<file path="config.mk">
export PLATFORM = sky130hd
export DESIGN_NAME = piso_serializer
export DESIGN_NICKNAME = d
export VERILOG_FILES = /design/src/rtl/piso_pkg.sv /design/src/rtl/piso_serializer.sv
export SDC_FILE = /design/constraint.sdc
export NUM_CORES = 1
export LEC_CHECK = 0
export CAP_MARGIN = 5
export CORE_MARGIN = 5
export CORE_UTILIZATION = 25
export CTS_BUF_LIST = sky130_fd_sc_hd__clkbuf_8
export CTS_CLUSTER_DIAMETER = 40
export DETAILED_ROUTE_END_ITERATION = 8
export PLACE_DENSITY = 0.49
export SKIP_LAST_GASP = 1
export SLEW_MARGIN = 5
export SYNTH_ARGS = -nofsm -noshare
export SYNTH_HDL_FRONTEND = slang
export SYNTH_SLANG_ARGS = --single-unit
</file>
<file path="constraint.sdc">
create_clock -name clk -period 1.2 [get_ports clk]
set_input_delay 0.36 -clock clk [delete_from_list [all_inputs] [get_ports clk]]
set_output_delay 0.36 -clock clk [all_outputs]
set_load 0.1 [all_outputs]
</file>
<file path="src/rtl/piso_pkg.sv">
// Shared state encoding and sizing helper for the parallel-in/serial-out serializer.
package piso_pkg;

  typedef enum logic {
    ST_IDLE  = 1'b0,
    ST_SHIFT = 1'b1
  } pisoState_t;

  // Counter must hold WIDTH itself, so size it for WIDTH+1 values.
  function automatic int cntW(input int width);
    return $clog2(width + 1);
  endfunction

endpackage

</file>
<file path="src/rtl/piso_serializer.sv">
// Serialises a WIDTH-bit parallel word one bit per clock, with a ready/load handshake
// that supports gapless back-to-back words, an end-of-word pulse and a sticky overrun flag.
module piso_serializer
  import piso_pkg::*;
#(
  parameter int WIDTH     = 4,
  parameter int MSB_FIRST = 1
) (
  input  logic             clk,
  input  logic             rst,
  input  logic             load,
  input  logic [WIDTH-1:0] dIn,
  output logic             ready,
  output logic             sOut,
  output logic             sValid,
  output logic             done,
  output logic             overrun
);

  localparam int CNT_W = cntW(WIDTH);

  pisoState_t       state;
  logic [WIDTH-1:0] shreg;
  logic [CNT_W-1:0] cnt;
  logic             lastBit;
  logic             headBit;

  assign lastBit = (state == ST_SHIFT) && (cnt == CNT_W'(1));
  assign ready   = (state == ST_IDLE) || lastBit;
  assign sValid  = (state == ST_SHIFT);
  assign headBit = (MSB_FIRST != 0) ? shreg[WIDTH-1] : shreg[0];
  assign sOut    = sValid & headBit;

  always_ff @(posedge clk) begin
    if (rst) begin
      state   <= ST_IDLE;
      shreg   <= '0;
      cnt     <= '0;
      done    <= 1'b0;
      overrun <= 1'b0;
    end else begin
      done <= 1'b0;
      if (load && !ready)
        overrun <= 1'b1;
      case (state)
        ST_IDLE: begin
          if (load) begin
            shreg <= dIn;
            cnt   <= CNT_W'(WIDTH);
            state <= ST_SHIFT;
          end
        end
        ST_SHIFT: begin
          // done fires on retiring the last bit even if a new word starts on the same edge
          if (lastBit)
            done <= 1'b1;
          if (lastBit && load) begin
            shreg <= dIn;
            cnt   <= CNT_W'(WIDTH);
          end else begin
            if (MSB_FIRST != 0)
              shreg <= {shreg[WIDTH-2:0], 1'b0};
            else
              shreg <= {1'b0, shreg[WIDTH-1:1]};
            cnt <= cnt - CNT_W'(1);
            if (lastBit)
              state <= ST_IDLE;
          end
        end
        default: state <= ST_IDLE;
      endcase
    end
  end

endmodule

</file>
Word level (Yosys, flattened, before mapping)
Cells that the tools add are included.
Storage, ports and cells
  register bits: 10
  bits of input ports: 7
  output and inout port bits: 5
  word-level logic and storage cells: 27
Operators by class
  add/subtract/negate cells: 1
  equal/unequal tests: 2
  muxes and demuxes: 11
  bitwise gates (word level): 2
  reduce and logical (&&, ||, !) cells: 6
Operator list (number)
  $mux W4: 2
  $pmux W4 S2: 1
  $mux W3: 2
  $pmux W3 S2: 1
  $mux W1: 4
  $eq A3 B1 Y1 const B: 1
  $logic_and A1 B1 Y1: 3
  $sub A3 B1 Y3 const B: 1
  $ne A2 B2 Y1 const B: 1
  $pmux W1 S2: 1
  $reduce_or A2 Y1: 1
  $and A1 B1 Y1: 1
  $logic_not A1 Y1: 1
  $logic_or A1 B1 Y1: 1
  $not A1 Y1: 1

Logic depth before layout (Yosys ltp)
  depth after elaboration: 5
  mapped depth: 6

Worst setup path before layout
Ideal clock, no wire load.
  kind: register to output
  start point: reg state, in the netlist sValid
  end point: out sOut
  data arrival time: 2.178 ns
  slack: -1.338 ns
  cell stages (with the launch flop): 4
  path buffers: 2
  path through: dfxtp_1 -> buf_4 -> buf_2 -> and2_1
On the way
  cells in the longest elaborated chain, start to end: 1
Ends and longest elaborated chain
  start, declared: line piso_serializer.sv:22  | pisoState_t state;
  start signal, assigned: line piso_serializer.sv:36  | state <= ST_IDLE;
  start signal, assigned: line piso_serializer.sv:50  | state <= ST_SHIFT;
  start signal, assigned: line piso_serializer.sv:67  | state <= ST_IDLE;
  $and A1 B1 Y1: line piso_serializer.sv:32  | assign sOut = sValid & headBit;
  end, declared: line piso_serializer.sv:14  | output logic sOut,
No other way between the ends.

Worst setup path in the final report
  start point: reg cnt[1]
  end point: out ready
On the way
  cells in the longest elaborated chain, start to end: 3
Ends and longest elaborated chain
  start, declared: line piso_serializer.sv:24  | logic [CNT_W-1:0] cnt;
  start signal, assigned: line piso_serializer.sv:49  | cnt <= CNT_W'(WIDTH);
  start signal, assigned: line piso_serializer.sv:59  | cnt <= CNT_W'(WIDTH);
  start signal, assigned: line piso_serializer.sv:65  | cnt <= cnt - CNT_W'(1);
  $eq A3 B1 Y1: line piso_serializer.sv:28  | assign lastBit = (state == ST_SHIFT) && (cnt == CNT_W'(1));
  $logic_and A1 B1 Y1: line piso_serializer.sv:28
  $logic_or A1 B1 Y1: line piso_serializer.sv:29  | assign ready = (state == ST_IDLE) || lastBit;
  end, declared: line piso_serializer.sv:13  | output logic ready,
No other way between the ends.

==> results.md <==
- Die height: approximately 57 um
- Top-area cell type share of the netlist area: 35.9%
- LEAKAGE: 0.000399 uW
- Min-delay src: shreg[0]
- FF-to-FF setup slack: -0.13 ns
- Max Cap Viol: 0
- Final Hold Viols: 0
- Fmax: 699 MHz
- Status: complete, but fails checks
- Die area: 3280 um2
- First-pass GRT wire length: approximately 2.3 mm
- Most common flop cell mapped by yosys: dfxtp_1
- Max-slew headroom: 82.5%
- Synth Cell Area: 558 um2
- Area leader, netlist: dfxtp_1
- Clk sinks: 10
- Synth Area per Inst: around 9.5 um2
- Unrepaired setup endpoints after global routing: true
- Port bufs: 11
- HP Class: flip-flop to flip-flop
- Ys Warns: 0
- Syn nets: 68
- Arrival time worst endpoint: 1.07 ns
- Clk slew on worst S/H paths: 0.04 ns
- R2r startpoint: cnt[1]
- Ys async rst share: 0%
- Logic pwr share: 33.7%
- Max IR drop VDD: around 0.81 mV
- Area Overhead vs Synth: 78.7%
- Sw Pwr: roughly 340 uW
- Vias per cell: 4.49
- CP endpoint kind: primary output
- Root Buffer: clkbuf_8
- Netlist cell types: 30
- Final wirelength: roughly 1.4 mm
- Crit Path Class: flip-flop to primary output
- Number of synthesized register bits: 10
- Pwr/cell area: 1120 nW/um2
- # fillers: 209
- Slowest stage delay, CP: roughly 0.32 ns
- CTS Buf Count: 3
- Area of placed instances: 835 um2
- CP startpoint: cnt[1]
- Multi-input logic area: around 390 um2
- Final worst path period share: 119%
- Critical-path cell list: inv_2 -> ha_4 -> nand2b_4 -> nand2_4 -> buf_12
- WP buf/inv: 2
- Final Max Slew Viols: 0
- Worst Skew: between 0.007 and 0.008 ns
- CTS tree: yes
- Clock Power Share: approximately a third
- Nets: 97
- Required time of the worst setup path: 0.84 ns
- GP Congestion: 0.695
- Final setup viols: 11
- Crit path time final: about 1.4 ns
- Clock tree buffer depth: 2
- Avg WL per Cell: ~12 um
- Initial drt markers: 3
- Register share of total power: 34.4%
- FP Rows: 17
- Family with the most delay on the worst path: flip-flops
- Detail Route Antenna Nets: 0
- Vias in the first global route: between 500 and 600
- I/O pins: 12
- Crit-path max FO: 2
- Initial antenna violation count: 0
- Slowest CP cell: dfxtp_2
- Failing checks: setup timing
- Overall Global Routing Usage: 9.27%
- Fin worst setup slack: -0.231 ns
- Grt ovf: 0
- Initial Utilization: 25.7%
- Register-to-Register Path Depth: 8
- Pre-antenna DRT Iters: 4
- Post-Synthesis Cells: 59
- R2r endpoint: shreg[3]
- Switching Fraction: 30.6%
- CP Depth: 5
- Pin count of the biggest net entering global routing: 12
- Synth top area cells: dfxtp_1 (36%), nor4_2 (6.7%), mux2_2 (6.1%)
- Worst-Skew Late Latency: around 0.24 ns
- Count leader, synth: dfxtp_1
- DRC viols: 0
- Pint: 776 uW
- Dpl hpwl: around 960 um
- Vias: 516
- Core ar.: 2170 um2
- Number of synthesized flops with an enable pin: 0
- Top cell types by occurrence after synthesis: dfxtp_1 (10), nand2_1 (4)
- Hold path cells: 2
- Total negative slack: -0.910 ns
- Final instance area: between 900 and 1000 um2
- Worst setup path endpoint: ready
- Max H-tree Level: 1
- Seq/Total Area, Yosys: 35.9%
- CP Launch Type: flip-flop
- Share of cells above drive strength 1: between 60% and 70%
- Diodes inserted: 0
- Die Span X: 57.2 um
- Sequential Area: 209 um2
- Cts hold-fix bufs: 0
- Worst-margin pin slew: 0.258 ns
kinds of logic (layout without fill, tap and decap cells):
logic type                 Yosys count  count (layout)  synth area share [%]
muxes                                3               3                  6.05
and+or+nand+nor                     24              24                  32.1
DFF                                 10              10                  35.9
adders and majority gates            2               2                  4.48
buffers and inverters                8              36                  7.85
AOI/OAI and AO/OA                   12              12                  13.7
worst register-to-register path: cells and delay by family, from the launching register on:
family	cells	cell delay, ns
buf+inv	4	0.44
simple gates	3	0.35
flops	1	0.32
fa+ha+maj	1	0.14
layout make-up:
class	instances	share of cell area [%]
multi-input combinational	41	38.8
clock inverter	1	0.376
timing repair buffer	29	31.1
inverter	3	1.13
tap	28	3.51
clock buffer	3	4.14
sequential	10	21.0
worst min path at each step:
stage and endpoint:
2_1_floorplan shreg[0], 3_3_place_gp shreg[0], 3_5_place_dp shreg[0], 4_1_cts shreg[0]
5_1_grt overrun, 6_report shreg[0]
what timing repair did:
action / CTS / global route
buffers inserted: 5 / 1
endpoints found under the setup margin: 9 / 13
gates resized for setup: 9 / 11
pin swaps: 0 / 8
flip-flops by register name, summed over array words and instances (netlist names):
name	flops
done	1
shreg	4
overrun	1
sValid	1
cnt	3
per-layer routing:
| layer | GRT usage (%) | vias to the layer above | share of wire (%) |
|---|---|---|---|
| met1 | 11.3 | 232 | 46 |
| met4 | 3.97 | 0 | 2.1 |
| met5 | 0 | - | 0 |
| met2 | 13.4 | 9 | 47 |
| li1 | - | 271 | - |
| met3 | 5.20 | 4 | 5.0 |
cell usage in the layout (no fill, tap or decap), types with 2 or more instances in the layout:
cell,instances
dfxtp_2,4
buf_6,4
nor4_2,3
o22ai_2,2
nand2_1,3
and3b_2,2
inv_2,2
clkbuf_8,3
clkdlybuf4s50_1,6
nor2_1,2
nand3b_1,2
mux2_2,3
buf_4,14
a21oi_2,2
buf_12,5
dfxtp_1,5
inv_1,2
power by group through the flow:
stage	sequential (uW)	combinational (uW)	clock [uW]
2_1_floorplan	420	178	0
3_3_place_gp	392	322	0
3_5_place_dp	392	323	0
4_1_cts	384	356	378
5_1_grt	388	400	399
6_report	384	378	357
stage by stage:
stage | std cells | total power (uW) | utilization (%) | setup slack [ns] | hold WS, ns
after floorplan | 59 | 598 | - | -0.299 | 0.436
after global placement | 105 | 714 | 38.5 | -0.282 | 0.473
after detailed placement | 105 | 714 | 38.5 | -0.300 | 0.465
after CTS | 114 | 1120 | 43.6 | -0.248 | 0.472
after global routing | 115 | 1190 | 46.0 | -0.283 | 0.508
final | 115 | 1120 | 46.0 | -0.231 | 0.486
(Power assumes the default switching activity.)
